===== config.mk =====
export PLATFORM = sky130hd
export DESIGN_NAME = bp_update_ctrl
export DESIGN_NICKNAME = d
export VERILOG_FILES = /design/src/rtl/bp_pkg.sv /design/src/rtl/bp_upd_fifo.sv /design/src/rtl/bp_update_ctrl.sv
export SDC_FILE = /design/constraint.sdc
export NUM_CORES = 1
export LEC_CHECK = 0
export BUFFER_PORTS_ARGS = -buffer_cell sky130_fd_sc_hd__buf_2
export CELL_PAD_IN_SITES_DETAIL_PLACEMENT = 1
export CELL_PAD_IN_SITES_GLOBAL_PLACEMENT = 2
export CORE_ASPECT_RATIO = 0.7
export CORE_UTILIZATION = 30
export CTS_BUF_LIST = sky130_fd_sc_hd__clkbuf_8
export CTS_CLUSTER_DIAMETER = 120
export DETAILED_ROUTE_END_ITERATION = 7
export GPL_TIMING_DRIVEN = 0
export PLACE_DENSITY_LB_ADDON = 0.08
export SETUP_SLACK_MARGIN = 0.05
export SLEW_MARGIN = 20
export SYNTH_ARGS = -nofsm -noshare
export SYNTH_HDL_FRONTEND = slang
export SYNTH_SLANG_ARGS = --single-unit

===== constraint.sdc =====
create_clock -name clk -period 2 [get_ports clk]
set_clock_uncertainty 0.05 [all_clocks]
set_input_delay 0.2 -clock clk [delete_from_list [all_inputs] [get_ports clk]]
set_output_delay 0.2 -clock clk [all_outputs]
set_load 0.02 [all_outputs]

===== src/rtl/bp_pkg.sv =====
// ---------------------------------------------------------------------------
// bp_pkg
// Shared definitions for the branch predictor table-update path.
//   - bp_state_e : update controller state encoding (INIT sweep / RUN)
//   - bp_entry_t : one queued update {table index, resolved direction}
//   - BP_IDX_W / BP_FIFO_DEPTH : default geometry, shared with the BHT/PHT
// The entry index field is BP_IDX_W wide; a controller built with a smaller
// IDX_W stores its index zero-extended into this field.
// ---------------------------------------------------------------------------
package bp_pkg;

    localparam int BP_IDX_W      = 10;
    localparam int BP_FIFO_DEPTH = 4;

    typedef enum logic {
        ST_INIT = 1'b0,
        ST_RUN  = 1'b1
    } bp_state_e;

    typedef struct packed {
        logic [BP_IDX_W-1:0] idx;
        logic                taken;
    } bp_entry_t;

endpackage : bp_pkg


===== src/rtl/bp_upd_fifo.sv =====
// ---------------------------------------------------------------------------
// bp_upd_fifo
// Small in-order synchronous FIFO holding pending predictor-table updates.
// Ports:
//   clk, rst_n       clock, asynchronous active-low reset
//   flush            empty the queue next cycle (overrides wr_en/rd_en)
//   wr_en, wr_data   push one entry (caller guarantees !full or rd_en)
//   rd_en            pop the head entry (caller guarantees !empty)
//   rd_data          head entry (valid while !empty)
//   count/full/empty occupancy status
// DEPTH must be a power of two >= 2 so the pointers wrap naturally.
// ---------------------------------------------------------------------------
module bp_upd_fifo #(
    parameter int DW    = 8,
    parameter int DEPTH = 4
) (
    input  logic                       clk,
    input  logic                       rst_n,
    input  logic                       flush,
    input  logic                       wr_en,
    input  logic [DW-1:0]              wr_data,
    input  logic                       rd_en,
    output logic [DW-1:0]              rd_data,
    output logic [$clog2(DEPTH):0]     count,
    output logic                       full,
    output logic                       empty
);

    localparam int PW = $clog2(DEPTH);

    logic [DW-1:0] mem_q [DEPTH];
    logic [PW-1:0] wr_ptr_q, wr_ptr_d;
    logic [PW-1:0] rd_ptr_q, rd_ptr_d;
    logic [PW:0]   count_q,  count_d;

    always_comb begin
        wr_ptr_d = wr_ptr_q;
        rd_ptr_d = rd_ptr_q;
        count_d  = count_q;
        if (flush) begin
            wr_ptr_d = '0;
            rd_ptr_d = '0;
            count_d  = '0;
        end else begin
            if (wr_en) wr_ptr_d = wr_ptr_q + PW'(1);
            if (rd_en) rd_ptr_d = rd_ptr_q + PW'(1);
            count_d = count_q + (PW+1)'(wr_en) - (PW+1)'(rd_en);
        end
    end

    // NOTE: sequential state uses non-blocking assignments so every flop
    // samples the pre-edge values of the others, independent of block order.
    always_ff @(posedge clk or negedge rst_n) begin
        if (!rst_n) begin
            wr_ptr_q <= '0;
            rd_ptr_q <= '0;
            count_q  <= '0;
        end else begin
            wr_ptr_q <= wr_ptr_d;
            rd_ptr_q <= rd_ptr_d;
            count_q  <= count_d;
        end
    end

    // NOTE: storage has no reset; an entry is never read before it is
    // written because occupancy is tracked by the reset pointers/count.
    always_ff @(posedge clk) begin
        if (wr_en && !flush) mem_q[wr_ptr_q] <= wr_data;
    end

    assign rd_data = mem_q[rd_ptr_q];
    assign count   = count_q;
    assign full    = (count_q == (PW+1)'(DEPTH));
    assign empty   = (count_q == '0);

endmodule : bp_upd_fifo


===== src/rtl/bp_update_ctrl.sv =====
// ---------------------------------------------------------------------------
// bp_update_ctrl
// Owns the single write port of the branch predictor tables (BHT/PHT).
// After reset or a software clear it sweeps every index writing a clear;
// otherwise it queues resolved M-stage branches and writes them in order.
// Ports:
//   clk, rst                clock, asynchronous active-low reset
//   branchM, actual_takeM,
//   pred_takeM, pcM         M-stage resolved branch
//   clr_req                 pulse: re-clear all tables
//   tbl_ready               write port accepts a write this cycle
//   tbl_we/tbl_clr/
//   tbl_waddr/tbl_taken     table write request (held while !tbl_ready)
//   init_busy               clear sweep in progress
//   stall_req               hold the M stage: update cannot be queued
//   fifo_full               update queue full
//   upd_cnt, mispred_cnt    statistics counters
// Optional feature macro: BP_STATS_EN enables the saturating statistics
// counters; without it both counters read 0 and pred_takeM is ignored.
// ---------------------------------------------------------------------------
module bp_update_ctrl
    import bp_pkg::*;
#(
    parameter int IDX_W      = BP_IDX_W,      // must not exceed BP_IDX_W
    parameter int FIFO_DEPTH = BP_FIFO_DEPTH,
    parameter int CNT_W      = 32
) (
    input  logic             clk,
    input  logic             rst,
    input  logic             branchM,
    input  logic             actual_takeM,
    input  logic             pred_takeM,
    input  logic [31:0]      pcM,
    input  logic             clr_req,
    input  logic             tbl_ready,
    output logic             tbl_we,
    output logic             tbl_clr,
    output logic [IDX_W-1:0] tbl_waddr,
    output logic             tbl_taken,
    output logic             init_busy,
    output logic             stall_req,
    output logic             fifo_full,
    output logic [CNT_W-1:0] upd_cnt,
    output logic [CNT_W-1:0] mispred_cnt
);

    bp_state_e        state_q, state_d;
    logic [IDX_W-1:0] addr_q,  addr_d;

    bp_entry_t        enq_entry, head;
    logic             fifo_empty;
    logic             enq, deq, flush;
    logic [$clog2(FIFO_DEPTH):0] fifo_count;

    // A clear issued in RUN discards the queue and any same-cycle branch:
    // those updates refer to table contents about to be wiped.
    assign flush = clr_req && (state_q == ST_RUN);
    assign deq   = (state_q == ST_RUN) && !fifo_empty && tbl_ready;
    assign enq   = branchM && (!fifo_full || deq) && !flush;

    assign stall_req = branchM && fifo_full && !deq;

    assign enq_entry.idx   = BP_IDX_W'(pcM[IDX_W+1:2]);
    assign enq_entry.taken = actual_takeM;

    bp_upd_fifo #(
        .DW    ($bits(bp_entry_t)),
        .DEPTH (FIFO_DEPTH)
    ) u_fifo (
        .clk     (clk),
        .rst_n   (rst),
        .flush   (flush),
        .wr_en   (enq),
        .wr_data (enq_entry),
        .rd_en   (deq),
        .rd_data (head),
        .count   (fifo_count),
        .full    (fifo_full),
        .empty   (fifo_empty)
    );

    always_comb begin
        state_d = state_q;
        addr_d  = addr_q;
        unique case (state_q)
            ST_INIT: begin
                // tbl_we is always high here, so tbl_ready alone marks a transfer.
                if (clr_req) begin
                    addr_d = '0;
                end else if (tbl_ready) begin
                    if (addr_q == '1) begin
                        state_d = ST_RUN;
                        addr_d  = '0;
                    end else begin
                        addr_d = addr_q + IDX_W'(1);
                    end
                end
            end
            ST_RUN: begin
                if (clr_req) begin
                    state_d = ST_INIT;
                    addr_d  = '0;
                end
            end
            default: begin
                state_d = ST_INIT;
                addr_d  = '0;
            end
        endcase
    end

    always_ff @(posedge clk or negedge rst) begin
        if (!rst) begin
            state_q <= ST_INIT;
            addr_q  <= '0;
        end else begin
            state_q <= state_d;
            addr_q  <= addr_d;
        end
    end

    always_comb begin
        init_busy = (state_q == ST_INIT);
        tbl_we    = init_busy || !fifo_empty;
        tbl_clr   = init_busy;
        tbl_waddr = init_busy ? addr_q : head.idx[IDX_W-1:0];
        tbl_taken = init_busy ? 1'b0   : head.taken;
    end

`ifdef BP_STATS_EN
    logic [CNT_W-1:0] upd_cnt_q,     upd_cnt_d;
    logic [CNT_W-1:0] mispred_cnt_q, mispred_cnt_d;

    always_comb begin
        upd_cnt_d     = upd_cnt_q;
        mispred_cnt_d = mispred_cnt_q;
        if (deq && (upd_cnt_q != '1))
            upd_cnt_d = upd_cnt_q + CNT_W'(1);
        if (enq && (pred_takeM != actual_takeM) && (mispred_cnt_q != '1))
            mispred_cnt_d = mispred_cnt_q + CNT_W'(1);
    end

    // Statistics survive a software clear; only reset zeroes them.
    always_ff @(posedge clk or negedge rst) begin
        if (!rst) begin
            upd_cnt_q     <= '0;
            mispred_cnt_q <= '0;
        end else begin
            upd_cnt_q     <= upd_cnt_d;
            mispred_cnt_q <= mispred_cnt_d;
        end
    end

    assign upd_cnt     = upd_cnt_q;
    assign mispred_cnt = mispred_cnt_q;
`else
    assign upd_cnt     = '0;
    assign mispred_cnt = '0;
`endif

    // Bits intentionally not consumed: PC bits outside the index, index bits
    // above IDX_W, the prediction (stats build only) and the raw count.
    logic unused_bits;
    assign unused_bits = ^{pcM, pred_takeM, head, fifo_count};

endmodule : bp_update_ctrl


# After elaboration in Yosys (flattened, before gate mapping)

Memories as Yosys holds them, arrays and structs flattened.
Cells that the tools add are included.

Input bits: 39
Output and inout port bits: 80
Bits in writable memories: 44
Word-level logic and storage cells: 53
Memories kept: 1
Register bits after elaboration: 18

Memory list:

| memory       | depth | width | rd ports | clocked after memory_dff | write ports | RTL line          | text |
|---|---|---|---|---|---|---|---|
| u_fifo.mem_q | 4     | 11    | 1        | 0                        | 1           | bp_upd_fifo.sv:31 | `logic [DW-1:0] mem_q [DEPTH];` |

Equality and inequality tests: 4
Add/sub/neg operators: 5
Reduce and logical (&&, ||, !) cells: 18
Bitwise logic cells: 1
Mux-type cells: 19

Operators by type and width:

| kind                                           | count |
|---|---|
| 2-to-1 mux 10 bit                              | 5 |
| case mux 10 bit (2 select lines)               | 1 |
| adder 10 x 1 -> 10 bit (second input constant) | 1 |
| == test 10 bit (second input constant)         | 1 |
| logical AND 1 bit                              | 8 |
| 2-to-1 mux 2 bit                               | 4 |
| 2-to-1 mux 1 bit                               | 7 |
| adder 2 x 1 -> 2 bit (second input constant)   | 2 |
| logical NOT 1 bit                              | 4 |
| nonzero test 2 bit                             | 2 |
| adder 3 x 1 -> 3 bit                           | 1 |
| == test 3 bit (second input constant)          | 1 |
| logical NOT 3 bit                              | 1 |
| 2-to-1 mux 3 bit                               | 1 |
| inequality test 3 bit (second input constant)  | 1 |
| subtractor 3 x 1 -> 3 bit                      | 1 |
| logical OR 1 bit                               | 2 |
| inequality test 2 bit (second input constant)  | 1 |
| case mux 1 bit (2 select lines)                | 1 |
| AND reduction 2 bit                            | 1 |
| inverter 1 bit                                 | 1 |

# Longest topological paths before layout

Gate-level depths: netlist of the first run.

Word-level depth: 10
Gate-level depth with buffers: 10
Gate-level depth less buffers: 9

# Modules after synthesis

A second synthesis of the first run with hierarchy kept.

Cells, all modules: 250
Area, all modules: 3296.9 sq um

Modules (own cells, without submodules):

| module         | sequential area each (sq um) | cells each | area an instance (sq um) | times used |
|---|---|---|---|---|
| bp_upd_fifo    | 1496.4                       | 97         | 2050.7                   | 1 |
| bp_update_ctrl | 275.3                        | 153        | 1246.2                   | 1 |

# Least setup slack after synthesis of the first run

OpenSTA, ideal clock, no wires.

Path kind: register -> register
Start: register u_fifo.count_q[2], in the netlist u_fifo.count[2]
End: register u_fifo.count_q[2], in the netlist u_fifo.count[2]
Setup time: 0.137 ns
Slack: -0.148 ns
Data arrival time: 1.961 ns
Cell stages (with the launch flop): 10
Path buffers: 0
Data required time: 1.813 ns
Clock period less this slack: 2.148 ns
Cells stage by stage: dfrtp_1 -> o311a_1 -> ha_1 -> inv_1 -> ha_1 -> inv_1 -> fa_1 -> xor2_1 -> xnor2_1 -> nor2_1

Cells in the longest elaborated chain, start to end: 10
Elaborated cells between the ends (all ways): 12
Those cells by class: add/sub (2); eq/ne (1); mux (1); reduce/logical (8)

Ends and longest elaborated chain:

| element                         | RTL line             | text |
|---|---|---|
| start, declared                 | bp_upd_fifo.sv:34    | `logic [PW:0] count_q, count_d;` |
| start signal, assigned          | bp_upd_fifo.sv:61    | `count_q <= count_d;` |
| logical NOT 3 bit               | bp_upd_fifo.sv:74    | `assign empty = (count_q == '0);` |
| logical NOT 1 bit               | bp_update_ctrl.sv:58 | `assign deq = (state_q == ST_RUN) && !fifo_empty && tbl_ready;` |
| logical AND 1 bit (2 in series) | bp_update_ctrl.sv:58 |  |
| logical OR 1 bit                | bp_update_ctrl.sv:59 | `assign enq = branchM && (!fifo_full \|\| deq) && !flush;` |
| logical AND 1 bit (2 in series) | bp_update_ctrl.sv:59 |  |
| adder 3 x 1 -> 3 bit            | bp_upd_fifo.sv:47    | `count_d = count_q + (PW+1)'(wr_en) - (PW+1)'(rd_en);` |
| subtractor 3 x 1 -> 3 bit (*)   | bp_upd_fifo.sv:47    |  |
| 2-to-1 mux 3 bit (*)            | bp_upd_fifo.sv:40    | `if (flush) begin` |
| net u_fifo.count_d[2]           | bp_upd_fifo.sv:34    |  |

Mark *: on every way through the listed nets, which the timed path passes. The rest lies on a longest branch.
A chain may end at the register's enable or synchronous reset.

# Worst setup path after layout of the first run

Start: register u_fifo.count_q[0], in the netlist u_fifo.count[0]
End: register u_fifo.count_q[2], in the netlist u_fifo.count[2]

The elaborated chain is that of the path after synthesis.

==> results of run 1 <==
## state kept, by name (all words and copies together), names as in the netlist
register	count
u_fifo.wr_ptr_q	2
u_fifo.mem_q	44
state_q	1
addr_q	10
u_fifo.rd_ptr_q	2
u_fifo.count	3
## cells by family (layout without fill, tap and decap cells)
family / after synthesis / count (layout) / share of synthesized area (%)
other: 1 / 64 / 0.114
adders and majority gates: 8 / 8 / 3.28
buffers and inverters: 79 / 138 / 17.0
muxes: 21 / 21 / 11.5
AOI/OAI and AO/OA: 14 / 14 / 3.43
xor gates and xnor gates: 8 / 8 / 2.14
DFF: 62 / 62 / 54.0
and+or+nand+nor: 53 / 53 / 8.54
## layout by cell type (no fill, tap or decap), types with 7 or more instances in the layout
| master | count |
|---|---|
| sky130_fd_sc_hd__buf_4 | 74 |
| sky130_fd_sc_hd__conb_1 | 64 |
| sky130_fd_sc_hd__dfrtp_1 | 16 |
| sky130_fd_sc_hd__nand2_1 | 9 |
| sky130_fd_sc_hd__buf_2 | 22 |
| sky130_fd_sc_hd__nor2_1 | 12 |
| sky130_fd_sc_hd__inv_1 | 12 |
| sky130_fd_sc_hd__buf_6 | 12 |
| sky130_fd_sc_hd__mux4_2 | 11 |
| sky130_fd_sc_hd__edfxtp_1 | 44 |
| sky130_fd_sc_hd__mux2_4 | 8 |
| sky130_fd_sc_hd__ha_1 | 7 |
| sky130_fd_sc_hd__clkbuf_8 | 9 |
## power breakdown
part | leakage, nW | internal (mW) | switching [mW]
logic | 1.17 | 0.378 | 0.474
registers | 0.639 | 1.64 | 0.0894
clock network | 0.127 | 0.812 | 0.459
## routing by layer
metal	GRT usage (%)	routed length (um)	vias to the layer above
met1	16.2	3300	947
met4	4.22	72	0
met3	4.49	310	9
met2	19.0	3010	49
li1	-	-	973
met5	0	0	-
## repair_timing
item | CTS | global route
cloned | 0 | 1
setup buffers | 9 | 1
hold buffers | 1 | 0
endpoints found under the setup margin | 57 | 15
resized for setup | 29 | 16
hold endpoints to repair | 18 | 0
pin swaps | 3 | 1
## cell type report
class | instances | area [sq um]
buffer | 69 | 532
tap | 132 | 165
fill | 1172 | 6170
multi-input combinational | 168 | 1230
clock inverter | 7 | 106
clock buffer | 9 | 124
sequential | 62 | 1770
inverter | 10 | 37.5
timing repair buffer | 43 | 329
## worst max path at each step
stage | cells past startpoint | end | startpoint
2_1_floorplan | 9 | u_fifo.count[2]$_DFF_PN0_ | u_fifo.count[2]$_DFF_PN0_
3_3_place_gp | 9 | u_fifo.count[2]$_DFF_PN0_ | u_fifo.count[2]$_DFF_PN0_
3_5_place_dp | 9 | u_fifo.count[2]$_DFF_PN0_ | u_fifo.count[2]$_DFF_PN0_
4_1_cts | 9 | u_fifo.count[2]$_DFF_PN0_ | u_fifo.count[0]$_DFF_PN0_
5_1_grt | 9 | u_fifo.count[2]$_DFF_PN0_ | u_fifo.count[0]$_DFF_PN0_
6_report | 9 | u_fifo.count[2]$_DFF_PN0_ | u_fifo.count[0]$_DFF_PN0_
## metrics by stage
| step | cells | setup WS (ps) |
|---|---|---|
| 2_1_floorplan | 309 | -148 |
| 3_3_place_gp | 472 | -263 |
| 3_5_place_dp | 472 | -297 |
| 4_1_cts | 498 | -178 |
| 5_1_grt | 500 | -224 |
| 6_report | 500 | -145 |
==> insert_results.sql, run 1 <==
INSERT INTO impl_metrics (metric_group, metric, value, unit) VALUES
('status', 'status', 'complete, but fails checks', ''),
('status', 'violated_checks', 'setup timing', ''),
('timing', 'fmaxAchievable', '466', 'MHz'),
('power_and_ir_drop', 'power.density_cell_area', '896', 'nW/um^2'),
('place', 'detailed_place.area', '3840', 'sq um'),
('worst_setup_path', 'worst-r2r-cell-count', '9', ''),
('worst_setup_path', 'worst_path_largest_cell_delay', '400', 'ps'),
('synth', 'synthTopCellsByArea', 'sky130_fd_sc_hd__edfxtp_1 40%, sky130_fd_sc_hd__buf_4 15%, sky130_fd_sc_hd__dfrtp_1 14%', ''),
('synth', 'yosysTopAreaCell', 'sky130_fd_sc_hd__edfxtp_1', ''),
('worst_setup_path', 'critical_path.reg2reg.endpoint', 'u_fifo.count[2]$_DFF_PN0_', ''),
('synth', 'synth.ff_latch_count', '62', ''),
('cts', 'clkTransAtPathRegs', '60', 'ps'),
('worst_setup_path', 'crit_path_max_fanout', '3', ''),
('min_path', 'hold_path_startpoint', 'pcM[11]', ''),
('layout', 'finalInstanceArea', '4300', 'sq um'),
('place', 'place.detailed.hpwl', '4840', 'um'),
('global_route', 'global_route_wire_length_before_repair', '9940', 'um'),
('timing', 'timing.final.ws_setup', '-145', 'ps'),
('worst_setup_path', 'startpoint_type', 'flip-flop', ''),
('timing', 'final-hold-violation-count', '0', ''),
('layout', 'area_growth_syn_to_layout', '31.0', '%'),
('cts', 'cts_root_buf', 'sky130_fd_sc_hd__clkbuf_8', ''),
('min_path', 'min_delay_path_depth', '1', ''),
('detailed_routing', 'drt_drc_violations_left', '0', ''),
('global_route', 'globalRouteTotalUtil', '12.4', '%'),
('cts', 'tritoncts.num_buffers', '9', ''),
('worst_setup_path', 'crit_family', 'adder cells', ''),
('floorplan', 'core_rows', '31', ''),
('floorplan', 'floorplan.die_area', '11400', 'sq um'),
('flow_run', 'max_cap_violations', '0', ''),
('synth', 'number_of_enable_type_register_cells_in_the_synthesized_netlist', '44', ''),
('synth', 'async_flop_share', '29.0', '%'),
('detailed_routing', 'routed_wl', '6690', 'um'),
('timing', 'setup_viol', '12', ''),
('worst_setup_path', 'worst-r2r-setup-slack', '-150', 'ps'),
('worst_setup_path', 'cell_chain_critical_path', 'o311a_1, ha_1, inv_1, ha_1, inv_2, fa_2, xor2_2, xnor2_1, nor2_1', ''),
('place', 'place.gp.congestion', '0.730', ''),
('synth', 'post_synth_instance_area', '3280', 'sq um'),
('cts', 'clock_insertion_delay_worst_skew', '340', 'ps'),
('timing', 'timing_max_transition_violations_final', '0', ''),
('synth', 'ys_types', '43', ''),
('synth', 'syn_inst', '246', ''),
('floorplan', 'die_height', '89.5', 'um'),
('timing', 'period_minus_slack', '2150', 'ps'),
('timing', 'setup_total_negative_slack', '-1020', 'ps'),
('timing', 'period_share', '107', '%'),
('detailed_routing', 'initialDrtViolationCount', '54', ''),
('synth', 'synth_commonest_cells', '65 x sky130_fd_sc_hd__buf_4, 44 x sky130_fd_sc_hd__edfxtp_1, 18 x sky130_fd_sc_hd__dfrtp_1, 13 x sky130_fd_sc_hd__nor2_1', ''),
('synth', 'yosysSeqAreaShare', '54.0', '%'),
('layout', 'share_of_the_core_filled_with_cells', '41.1', '%'),
('synth', 'ys.warnings.count', '0', ''),
('power_and_ir_drop', 'p_leak', '1.94', 'nW'),
('detailed_routing', 'ant_nets', '0', ''),
('timing', 'finalHoldWorstSlack', '29.4', 'ps'),
('global_route', 'antenna_found_initial', '0', ''),
('cts', 'clock-sinks', '62', ''),
('cts', 'ctsLongestPathBuffers', '2', ''),
('worst_setup_path', 'rr_startpoint', 'u_fifo.count[0]$_DFF_PN0_', ''),
('worst_setup_path', 'cp.required', '2170', 'ps'),
('layout', 'nets', '410', ''),
('floorplan', 'core_region_area', '10500', 'sq um'),
('cts', 'tritoncts', 'built', ''),
('floorplan', 'starting_density_of_the_core', '31.3', '%'),
('worst_setup_path', 'cpMaxStageDelayCell', 'sky130_fd_sc_hd__dfrtp_1', ''),
('synth', 'dominantRegCellSynth', 'sky130_fd_sc_hd__edfxtp_1', ''),
('worst_setup_path', 'path_buf_inv', '2', ''),
('worst_setup_path', 'timing_worst_setup_path_type', 'reg -> reg', ''),
('layout', 'antenna_cells', '0', ''),
('detailed_routing', 'dr_total_vias', '1978', ''),
('synth', 'synth.most_common_cell', 'sky130_fd_sc_hd__buf_4', ''),
('synth', 'synth_top_area_share', '40.3', '%');
Note: power is estimated with default switching activity, not from simulation.
==> run 2, diff against run 1 <==
--- a/config.mk
+++ b/config.mk
@@ -9,6 +9,7 @@
 export CELL_PAD_IN_SITES_DETAIL_PLACEMENT = 1
 export CELL_PAD_IN_SITES_GLOBAL_PLACEMENT = 2
 export CORE_ASPECT_RATIO = 0.7
+export CORE_MARGIN = 4
 export CORE_UTILIZATION = 30
 export CTS_BUF_LIST = sky130_fd_sc_hd__clkbuf_8
 export CTS_CLUSTER_DIAMETER = 120
==> insert_results.sql, run 2 (synthesis gave the netlist of run 1 again) <==
INSERT INTO impl_metrics (metric_group, metric, value, unit) VALUES
('status', 'status', 'complete, but fails checks', ''),
('status', 'violated_checks', 'setup timing', ''),
('layout', 'drive_above_1_share', '44.9', '%'),
('cts', 'tritoncts', 'built', ''),
('worst_setup_path', 'startpoint_type', 'flip-flop', ''),
('layout', 'fillers', '1153', ''),
('floorplan', 'starting_density_of_the_core', '31.2', '%'),
('worst_setup_path', 'worst-r2r-cell-count', '9', ''),
('timing', 'final-hold-violation-count', '0', ''),
('place', 'pre_cts_worst_setup_slack', '-282', 'ps'),
('detailed_routing', 'met2_wirelength', '3460', 'um'),
('detailed_routing', 'ant_nets', '0', ''),
('detailed_routing', 'routed_wl', '7230', 'um'),
('global_route', 'vias_in_the_first_global_route', '2074', ''),
('min_path', 'timing.hold.worst.class', 'in -> reg', ''),
('global_route', 'global_route.overflow_total', '0', ''),
('place', 'place.gp.congestion', '0.705', ''),
('layout', 'area_growth_syn_to_layout', '32.0', '%'),
('detailed_routing', 'dr_wl_met3', '357', 'um'),
('flow_run', 'max_cap_violations', '0', ''),
('floorplan', 'core_rows', '31', ''),
('floorplan', 'floorplan.die_area', '12700', 'sq um'),
('timing', 'grt_setup_unrepaired', 'true', ''),
('place', 'place.detailed.hpwl', '5240', 'um'),
('cts', 'htree_num_levels', '3', ''),
('min_path', 'hold_path_startpoint', 'pcM[2]', ''),
('layout', 'antenna_cells', '0', ''),
('timing', 'setup_viol', '13', ''),
('timing', 'setup_total_negative_slack', '-1520', 'ps'),
('cts', 'clkTransAtPathRegs', '70', 'ps'),
('layout', 'area_taken_by_multi_input_logic_gates', '1220', 'sq um'),
('power_and_ir_drop', 'power', '3.86', 'mW'),
('layout', 'most_frequent_cells_in_the_layout', '77 x sky130_fd_sc_hd__buf_4, 64 x sky130_fd_sc_hd__conb_1, 44 x sky130_fd_sc_hd__edfxtp_1', ''),
('worst_setup_path', 'rr_startpoint', 'u_fifo.count[2]$_DFF_PN0_', ''),
('layout', 'largest_register', 'u_fifo.mem_q', ''),
('place', 'port_buffers', '31', ''),
('worst_setup_path', 'worst_path_arrival', '1920', 'ps'),
('power_and_ir_drop', 'p_leak', '1.94', 'nW'),
('worst_setup_path', 'cp.required', '1750', 'ps'),
('worst_setup_path', 'crit_path_max_fanout', '5', ''),
('detailed_routing', 'initialDrtViolationCount', '53', ''),
('place', 'placed_cells_incl_taps', '488', ''),
('detailed_routing', 'dr_total_vias', '1990', ''),
('worst_setup_path', 'endpoint_kind', 'output pin', ''),
('floorplan', 'boundaryPins', '119', ''),
('detailed_routing', 'top_layer', 'met4', ''),
('worst_setup_path', 'critical_path.reg2reg.endpoint', 'u_fifo.count[2]$_DFF_PN0_', ''),
('timing', 'fmaxAchievable', '461', 'MHz'),
('min_path', 'min_delay_path_depth', '1', ''),
('detailed_routing', 'wl_per_cell', '13.9', 'um'),
('cts', 'ctsLongestPathBuffers', '2', ''),
('cts', 'clock-sinks', '62', ''),
('min_path', 'worstHoldEndpoint', 'u_fifo.mem_q[2][1]$_DFFE_PP_', ''),
('layout', 'largest_register_ffs', '44', ''),
('layout', 'mostFrequentLayoutCell', 'sky130_fd_sc_hd__buf_4', ''),
('global_route', 'global_route_wire_length_before_repair', '11200', 'um'),
('global_route', 'antenna_found_initial', '0', ''),
('timing', 'period_minus_slack', '2170', 'ps'),
('detailed_routing', 'detail_route.wirelength.met1', '3370', 'um'),
('worst_setup_path', 'worst-r2r-setup-slack', '-160', 'ps'),
('cts', 'clock_insertion_delay_worst_skew', '340', 'ps'),
('cts', 'tritoncts.num_buffers', '9', ''),
('timing', 'period_share', '109', '%'),
('detailed_routing', 'via_per_inst', '3.83', ''),
('global_route', 'grt_start_max_net_pins', '19', ''),
('floorplan', 'die_height', '95.5', 'um'),
('timing', 'timing.final.ws_setup', '-171', 'ps'),
('timing', 'finalHoldWorstSlack', '27.6', 'ps'),
('layout', 'final_cells', '520', ''),
('timing', 'timing_max_transition_violations_final', '0', ''),
('detailed_routing', 'drt_pass1_iterations', '4', ''),
('floorplan', 'core_region_area', '10500', 'sq um'),
('detailed_routing', 'drt_drc_violations_left', '0', ''),
('cts', 'cts_root_buf', 'sky130_fd_sc_hd__clkbuf_8', ''),
('power_and_ir_drop', 'power.density_cell_area', '892', 'nW/um^2'),
('worst_setup_path', 'timing_worst_setup_path_type', 'reg -> out', ''),
('floorplan', 'dieWidth', '133', 'um'),
('power_and_ir_drop', 'ir_drop', '406', 'uV'),
('layout', 'layout.area.seq', '1770', 'sq um'),
('layout', 'nets', '414', ''),
('global_route', 'globalRouteTotalUtil', '11.9', '%');
==> run 2: cell types whose count changed in the layout (fill, tap and decap cells not counted), sizes merged <==
cell	change
clkinvlp	+2
inv	-3
clkinv	+1
buf	+4
==> run 2: critical path, stage by stage (launching register included) <==
cell and delay, ps:
sky130_fd_sc_hd__dfrtp_2 470, sky130_fd_sc_hd__buf_12 160, sky130_fd_sc_hd__mux4_2 520, sky130_fd_sc_hd__mux2_4 270
sky130_fd_sc_hd__buf_2 160
==> run 2: worst max-delay path by stage <==
stage,startpoint,end
after floorplan,u_fifo.count[2]$_DFF_PN0_,u_fifo.count[2]$_DFF_PN0_
after global placement,u_fifo.count[2]$_DFF_PN0_,u_fifo.count[2]$_DFF_PN0_
after detailed placement,u_fifo.count[2]$_DFF_PN0_,u_fifo.count[2]$_DFF_PN0_
after CTS,u_fifo.count[0]$_DFF_PN0_,u_fifo.count[2]$_DFF_PN0_
after global routing,u_fifo.count[2]$_DFF_PN0_,u_fifo.count[2]$_DFF_PN0_
final,u_fifo.rd_ptr_q[0]$_DFFE_PN0P_,tbl_waddr[5]
==> run 2: repair_timing <==
action	CTS	global route
pin swaps	4	3
cloned	0	1
hold buffers	1	0
resized for setup	22	16
setup endpoints to repair	57	15
endpoints found under the hold margin	18	0
buffers inserted	8	6
==> run 2: layer usage <==
metal / track usage (%) / vias to the layer above
li1: - / 983
met1: 15.6 / 953
met2: 18.8 / 50
met3: 4.64 / 4
met4: 2.85 / 0
met5: 0 / -
==> run 2: layout make-up <==
type                       count  area share, %
buffer                        69           12.3
inverter                      10          0.867
sequential                    62           41.0
tap                          148           4.27
clock buffer                   9           2.86
timing repair buffer          47           8.09
clock inverter                 7           2.60
multi-input combinational    168           28.1
==> run 2: report_power, final <==
group	leakage [nW]	total (mW)	switching [mW]	internal, mW
logic	1.19	0.813	0.469	0.345
registers	0.639	1.73	0.0930	1.64
clock network	0.111	1.32	0.500	0.818
total	1.94	3.86	1.06	2.80
==> run 2: stage by stage <==
step	area [sq um]	utilization (%)
2_1_floorplan	3520	-
3_3_place_gp	3860	36.7
3_5_place_dp	3860	36.7
4_1_cts	4210	40.0
5_1_grt	4330	41.2
6_report	4330	41.2
